[config.mk]
export PLATFORM = sky130hd
export DESIGN_NAME = accum_window_ctrl
export DESIGN_NICKNAME = d
export VERILOG_FILES = /design/src/rtl/accum_pkg.sv /design/src/rtl/accum_datapath.sv /design/src/rtl/accum_window_ctrl.sv
export SDC_FILE = /design/constraint.sdc
export NUM_CORES = 1
export LEC_CHECK = 0
export BUFFER_PORTS_ARGS = -buffer_cell sky130_fd_sc_hd__clkbuf_2
export CORE_MARGIN = 2
export CORE_UTILIZATION = 60
export CTS_BUF_LIST = sky130_fd_sc_hd__clkbuf_4 sky130_fd_sc_hd__clkbuf_8
export CTS_CLUSTER_SIZE = 10
export DETAILED_ROUTE_END_ITERATION = 12
export GPL_ROUTABILITY_DRIVEN = 0
export PLACE_DENSITY = 0.84
export RECOVER_POWER = 100
export SLEW_MARGIN = 10
export SYNTH_ARGS = -nofsm -noshare
export SYNTH_HDL_FRONTEND = slang
export SYNTH_SLANG_ARGS = --single-unit
[constraint.sdc]
create_clock -name clk -period 4.4 [get_ports clk]
set_clock_uncertainty 0.1 [all_clocks]
set_input_delay 0.22 -clock clk [delete_from_list [all_inputs] [get_ports clk]]
set_output_delay 0.22 -clock clk [all_outputs]
set_load 0.05 [all_outputs]
[src/rtl/accum_pkg.sv]
// Shared types and width helpers for the windowed accumulator.
package accum_pkg;

  typedef enum logic [1:0] {
    IDLE = 2'd0,
    ACC  = 2'd1,
    OUT  = 2'd2
  } acc_state_t;

  // Smallest width that holds n samples of w bits summed at full scale.
  function automatic int unsigned sum_width(input int unsigned n, input int unsigned w);
    return $clog2(n * ((32'd1 << w) - 32'd1) + 32'd1);
  endfunction

endpackage

[src/rtl/accum_datapath.sv]
// Sum register with load/add enables plus the result capture registers.
module accum_datapath
  import accum_pkg::*;
#(
  parameter int unsigned W_IN  = 3,
  parameter int unsigned W_SUM = 7,
  parameter int unsigned W_CNT = 4
) (
  input  logic             clk,
  input  logic             rstn,
  input  logic             i_load,
  input  logic             i_add,
  input  logic             i_cap,
  input  logic [W_IN-1:0]  i_data,
  input  logic [W_CNT-1:0] i_cnt,
  output logic [W_SUM-1:0] o_res_data,
  output logic [W_CNT-1:0] o_res_cnt
);

  logic [W_SUM-1:0] r_sum;
  logic [W_SUM-1:0] r_res_data;
  logic [W_CNT-1:0] r_res_cnt;
  logic [W_SUM-1:0] w_data_ext;
  logic [W_SUM-1:0] w_sum_nxt;

  assign w_data_ext = W_SUM'(i_data);

  // Capture sees the same next value that the sum register takes, so the
  // result is ready the cycle after the closing beat.
  always_comb begin
    w_sum_nxt = r_sum;
    if (i_load) begin
      w_sum_nxt = w_data_ext;
    end else if (i_add) begin
      w_sum_nxt = r_sum + w_data_ext;
    end
  end

  always_ff @(posedge clk or negedge rstn) begin
    if (!rstn) begin
      r_sum      <= '0;
      r_res_data <= '0;
      r_res_cnt  <= '0;
    end else begin
      if (i_load || i_add) begin
        r_sum <= w_sum_nxt;
      end
      if (i_cap) begin
        r_res_data <= w_sum_nxt;
        r_res_cnt  <= i_cnt;
      end
    end
  end

  assign o_res_data = r_res_data;
  assign o_res_cnt  = r_res_cnt;

endmodule

[src/rtl/accum_window_ctrl.sv]
// Window sequencer: N_STEPS input beats -> one held result beat.
// Optional early close via s_last when ACC_TLAST_EN is defined.
module accum_window_ctrl
  import accum_pkg::*;
#(
  parameter int unsigned W_IN    = 3,
  parameter int unsigned N_STEPS = 10,
  localparam int unsigned W_SUM  = sum_width(N_STEPS, W_IN),
  localparam int unsigned W_CNT  = $clog2(N_STEPS + 1)
) (
  input  logic             clk,
  input  logic             rstn,
  input  logic             s_valid,
  output logic             s_ready,
  input  logic [W_IN-1:0]  s_data,
`ifdef ACC_TLAST_EN
  input  logic             s_last,
`endif
  output logic             m_valid,
  input  logic             m_ready,
  output logic [W_SUM-1:0] m_data,
  output logic [W_CNT-1:0] m_count,
  output logic             busy
);

  acc_state_t       r_state;
  acc_state_t       w_state_nxt;
  logic [W_CNT-1:0] r_cnt;
  logic [W_CNT-1:0] w_cnt_nxt;
  logic             w_accept;
  logic             w_last;
  logic             w_load;
  logic             w_add;
  logic             w_close;
  logic             w_cap;

`ifdef ACC_TLAST_EN
  assign w_last = s_last;
`else
  assign w_last = 1'b0;
`endif

  assign s_ready  = (r_state != OUT);
  assign m_valid  = (r_state == OUT);
  assign busy     = (r_state != IDLE);
  assign w_accept = s_valid && s_ready;

  always_ff @(posedge clk or negedge rstn) begin
    if (!rstn) begin
      r_state <= IDLE;
      r_cnt   <= '0;
    end else begin
      r_state <= w_state_nxt;
      if (w_load || w_add) begin
        r_cnt <= w_cnt_nxt;
      end
    end
  end

  always_comb begin
    w_state_nxt = r_state;
    case (r_state)
      IDLE:    if (w_load) w_state_nxt = w_close ? OUT : ACC;
      ACC:     if (w_add && w_close) w_state_nxt = OUT;
      OUT:     if (m_ready) w_state_nxt = IDLE;
      default: w_state_nxt = IDLE;
    endcase
  end

  // Datapath enables and the beat count the closing beat would produce.
  always_comb begin
    w_load    = 1'b0;
    w_add     = 1'b0;
    w_close   = 1'b0;
    w_cnt_nxt = r_cnt;
    case (r_state)
      IDLE: begin
        w_load    = w_accept;
        w_close   = (N_STEPS == 32'd1) || w_last;
        w_cnt_nxt = W_CNT'(1);
      end
      ACC: begin
        w_add     = w_accept;
        w_close   = (r_cnt == W_CNT'(N_STEPS - 32'd1)) || w_last;
        w_cnt_nxt = r_cnt + W_CNT'(1);
      end
      default: ;
    endcase
    w_cap = (w_load || w_add) && w_close;
  end

  accum_datapath #(
    .W_IN  (W_IN),
    .W_SUM (W_SUM),
    .W_CNT (W_CNT)
  ) u_datapath (
    .clk        (clk),
    .rstn       (rstn),
    .i_load     (w_load),
    .i_add      (w_add),
    .i_cap      (w_cap),
    .i_data     (s_data),
    .i_cnt      (w_cnt_nxt),
    .o_res_data (m_data),
    .o_res_cnt  (m_count)
  );

endmodule

; ---- After elaboration in Yosys (flattened, before gate mapping)
; Cells that the tools add are included.
; Widths: inputs -> output; s select.
[op_classes]
add_sub_neg = 2
n_eq_ne = 7
mux = 11
n_reduce_logical = 7
[op_table]
columns = cell, count
row1 = $mux 7, 2
row2 = $mux 2, 4
row3 = $pmux 4 s2, 1
row4 = $add 7x3->7, 1
row5 = $pmux 2 s3, 1
row6 = $add 4x1->4 const B, 1
row7 = $eq 4x4->1 const B, 1
row8 = $ne 2x1->1 const B, 2
row9 = $ne 2x2->1 const B, 2
row10 = $logic_and 1x1->1, 3
row11 = $mux 1, 3
row12 = $reduce_and 3->1, 1
row13 = $eq 2x1->1 const B, 1
row14 = $eq 2x2->1 const B, 1
row15 = $logic_not 2->1, 1
row16 = $reduce_bool 2->1, 1
row17 = $logic_or 1x1->1, 1
[word_totals]
register_bits = 24
input_bits = 7
output_inout_bits = 14
elab_cells = 32

; ---- Logic depth before layout (Yosys ltp)
[depth]
ltp_word = 6
mapped_depth = 7
mapped_depth_nobuf = 7

; ---- Hierarchy
; From an unflattened synthesis, not the netlist that was laid out.
[hier_totals]
cells_unflattened = 116
area_unflattened_um2 = 1266.2
[modules_own_cells]
columns = module, instances, cells_each, area_each_um2
row1 = accum_datapath, 1, 71, 857.1
row2 = accum_window_ctrl, 1, 45, 409.1

; ---- Least setup slack after synthesis
; OpenSTA, ideal clock, no wires.
[synth_timing]
kind = register to output
startpoint = register r_state[0]
endpoint = output m_valid
arrival_ns = 1.446
required_time_ns = 4.080
setup_slack_ns = 2.634
stages_incl_launch_ff = 4
path_buffers = 1
path_cell_list = dfrtp_1 -> buf_4 -> nand2b_1 -> inv_1
[synth_between]
elab_chain_len = 1
[synth_lines]
columns = item, line
row1 = from (decl), accum_window_ctrl.sv:26  ; acc_state_t r_state;
row2 = from (signal assigned), accum_window_ctrl.sv:53  ; r_state <= w_state_nxt;
row3 = $eq 2x2->1, accum_window_ctrl.sv:44  ; assign m_valid = (r_state == OUT);
row4 = to (decl), accum_window_ctrl.sv:19  ; output logic m_valid,
; Every way passes these cells.

; ---- Final worst setup path
[layout_timing]
startpoint = register r_state[0]
endpoint = register r_state[0]
[layout_between]
elab_chain_len = 6
elab_cells_between_ends = 16
classes_between = eq/ne (6) / mux (6) / reduce/logical (4)
[layout_lines]
columns = item, line
row1 = $ne 2x2->1, accum_window_ctrl.sv:43  ; assign s_ready = (r_state != OUT);
row2 = $logic_and 1x1->1, accum_window_ctrl.sv:46  ; assign w_accept = s_valid && s_ready;
row3 = $mux 1, accum_window_ctrl.sv:76  ; case (r_state)
row4 = $logic_and 1x1->1, accum_window_ctrl.sv:64  ; ACC: if (w_add && w_close) w_state_nxt = OUT;
row5 = $ne 2x2->1 (no source line), -
row6 = $reduce_and 3->1 (no source line), -
; Several ways; a longest one is shown, not always the timed one. The select of a mux whose other input is x is not followed.
; A chain may end at the register's enable or synchronous reset.

==> metrics.yaml <==
placed_cells: 167
viasPerCell: 5.555
netlist_instances: 125
drc_errors: 0
clk_pin_slew_ns: 0.12
fin_cells: 173
power.share.switching: 0.4907
outcome: "completed"
place_hpwl_um: 1748
numCtsBuffers: 3
die_h_um: 49.53
clk_path_buf_depth: 2
design_area_sq_um: 1376
synth_area_sq_um: 1244
p_int_mw: 0.5218
ys_seq_area_frac: 0.4829
p_comb_frac: 0.497
whs_path_depth: 3
synth_nets: 138
io_pins: 21
yosysWarnings: 0
finalCritPeriodShare: 0.4874
hold_path_class: "in -> reg"
p_sw_mw: 0.5027
fin_nets: 160
clk_latency_ns: 0.31
pwr-share-clk: 0.110
clock.fmax_ghz: 0.4663
slew_headroom: 0.1779
crit_path_end_kind: "register"
drv_slew: 0
num_rows: 16
clock_sinks: 24
num_vias: 961
drive_above_1_share: 0.09589
synth_flop_cell: "dfrtp_1"
layout_commonest_cell: "dfrtp_1"
synth_edf_count: 0
ant_nets: 0
grt_start_max_net_pins: 25
setup_viol: 0
port_buffers: 20
crit_type: "reg -> reg"
dpl_cell_area_sq_um: 1344
initial_utilization: 0.6339
cts_resized: 0
grt_pass1_wl_um: 3981
dieArea_sq_um: 2453
firstDrtPassIters: 4
hold_viol_final: 0
cts_hold_repair.buffers: 2
p_seq_frac: 0.392
grt_util_all_layers: 0.2135
critPathLaunchType: "register"
ir_drop_mv: 0.4407
design.core.area_sq_um: 1962
die_x_um: 49.53
drt_iter0_drc: 24
arrival_ns: 2.25
wl_per_cell_um: 13.67
rsz0062_at_grt: "no"
cts_tree: "yes"
post_cts_buffers: 0
cts-htree-levels: 1
maxCapViolCount: 0
p_leak_nw: 0.6407
grt_pass1_vias: 930
finalWirelength_um: 2365
power_density_nw_per_um2: 744.3
antenna_cells: 0
syn_area_per_cell_sq_um: 9.950
tns_ns: 0
rr_worst_depth: 3
async_reset_ff_frac: 1.000
power_mw: 1.024
yosysUniqueCellTypes: 36
holdWs_ns: 0.1720
antenna_found_initial: 0
min_period_ns: 2.144
cp_max_fo: 20
clockRootBuffer: "clkbuf_4"
worstMarginPinSlew_ns: 1.233
grt-ovfl-total: 0
area_growth_pct: 10.66
cp.required_ns: 4.51
ys_seq_elements: 24
final_cell_mix: "24 x dfrtp_1, 17 x nand2_1, 17 x o21ai_0"
[metrics by stage]
| stage | utilization | setup WS (ns) |
|---|---|---|
| final | 0.7015 | 2.256 |
| after global routing | 0.7015 | 2.115 |
| after CTS | 0.7136 | 2.245 |
| after detailed placement | 0.6849 | 2.276 |
| after global placement | 0.6849 | 2.342 |
| after floorplan | - | 2.634 |
[per-layer routing]
metal,part of all wire,global-route usage
met5,0,0
met4,0.0051,0.07870
met3,0.033,0.04545
met2,0.52,0.3778
met1,0.44,0.2530
[cell type report]
type / instances / area, sq um
timing repair buffer: 22 / 101.3
inverter: 8 / 30.03
sequential: 24 / 600.6
multi-input combinational: 88 / 574.3
fill: 168 / 585.6
clock buffer: 4 / 36.28
tap: 27 / 33.78
[cell families (layout without fill, tap and decap cells)]
group,after synthesis,count (layout),synth area share
and+or+nand+nor,44,44,0.1801
AOI/OAI and AO/OA,28,28,0.1429
DFF,24,24,0.4829
buffers and inverters,13,34,0.05131
adders and majority gates,6,6,0.06640
xor gates and xnor gates,6,6,0.04225
muxes,4,4,0.03420
[final timing paths]
check,slack [ns],from,endpoint
worst max-delay path,2.26,r_state[0]$_DFFE_PN0P_,r_state[0]$_DFFE_PN0P_
worst min-delay path,0.17,s_data[2],u_datapath.r_sum[2]$_DFFE_PN0P_
worst max register to register,2.26,r_state[0]$_DFFE_PN0P_,r_state[0]$_DFFE_PN0P_
worst min register to register,0.39,u_datapath.o_res_data[0]$_DFFE_PN0P_,u_datapath.o_res_data[0]$_DFFE_PN0P_
max in group asynchronous,2.90,rstn,u_datapath.r_sum[4]$_DFFE_PN0P_
min in group asynchronous,0.58,rstn,u_datapath.o_res_cnt[0]$_DFFE_PN0P_
[state kept, by name (all words and copies together), names as in the netlist]
| signal | flops |
|---|---|
| u_datapath.o_res_data | 7 |
| u_datapath.r_sum | 7 |
| r_cnt | 4 |
| u_datapath.o_res_cnt | 4 |
| r_state | 2 |
[synthesized netlist by cell type (all sizes together), types with 2 or more instances]
| cell type | instances | area share |
|---|---|---|
| nand2b | 4 | 0.020 |
| a21oi | 3 | 0.015 |
| inv | 8 | 0.024 |
| o21ai | 17 | 0.068 |
| buf | 5 | 0.027 |
| mux2i | 2 | 0.016 |
| mux2 | 2 | 0.018 |
| nor2b | 4 | 0.020 |
| dfrtp | 24 | 0.48 |
| a21o | 2 | 0.012 |
| nor2 | 6 | 0.018 |
| a211oi | 2 | 0.016 |
| xnor2 | 5 | 0.035 |
| nand2 | 17 | 0.051 |
| ha | 5 | 0.050 |
| nand3 | 4 | 0.016 |
[power by group through the flow]
stage / combinational [mW] / clock, mW / sequential, mW
after CTS: 0.533 / 0.114 / 0.400
final: 0.510 / 0.113 / 0.402
after floorplan: 0.296 / 0 / 0.517
after detailed placement: 0.524 / 0 / 0.406
after global routing: 0.555 / 0.124 / 0.417
after global placement: 0.504 / 0 / 0.394
[critical path, stage by stage, from the launching register on]
cell,delay [ns]
dfrtp_1,0.65
and2b_1,0.21
nand4_1,0.62
a31o_1,0.46
Power figures use the tool's default switching activity.
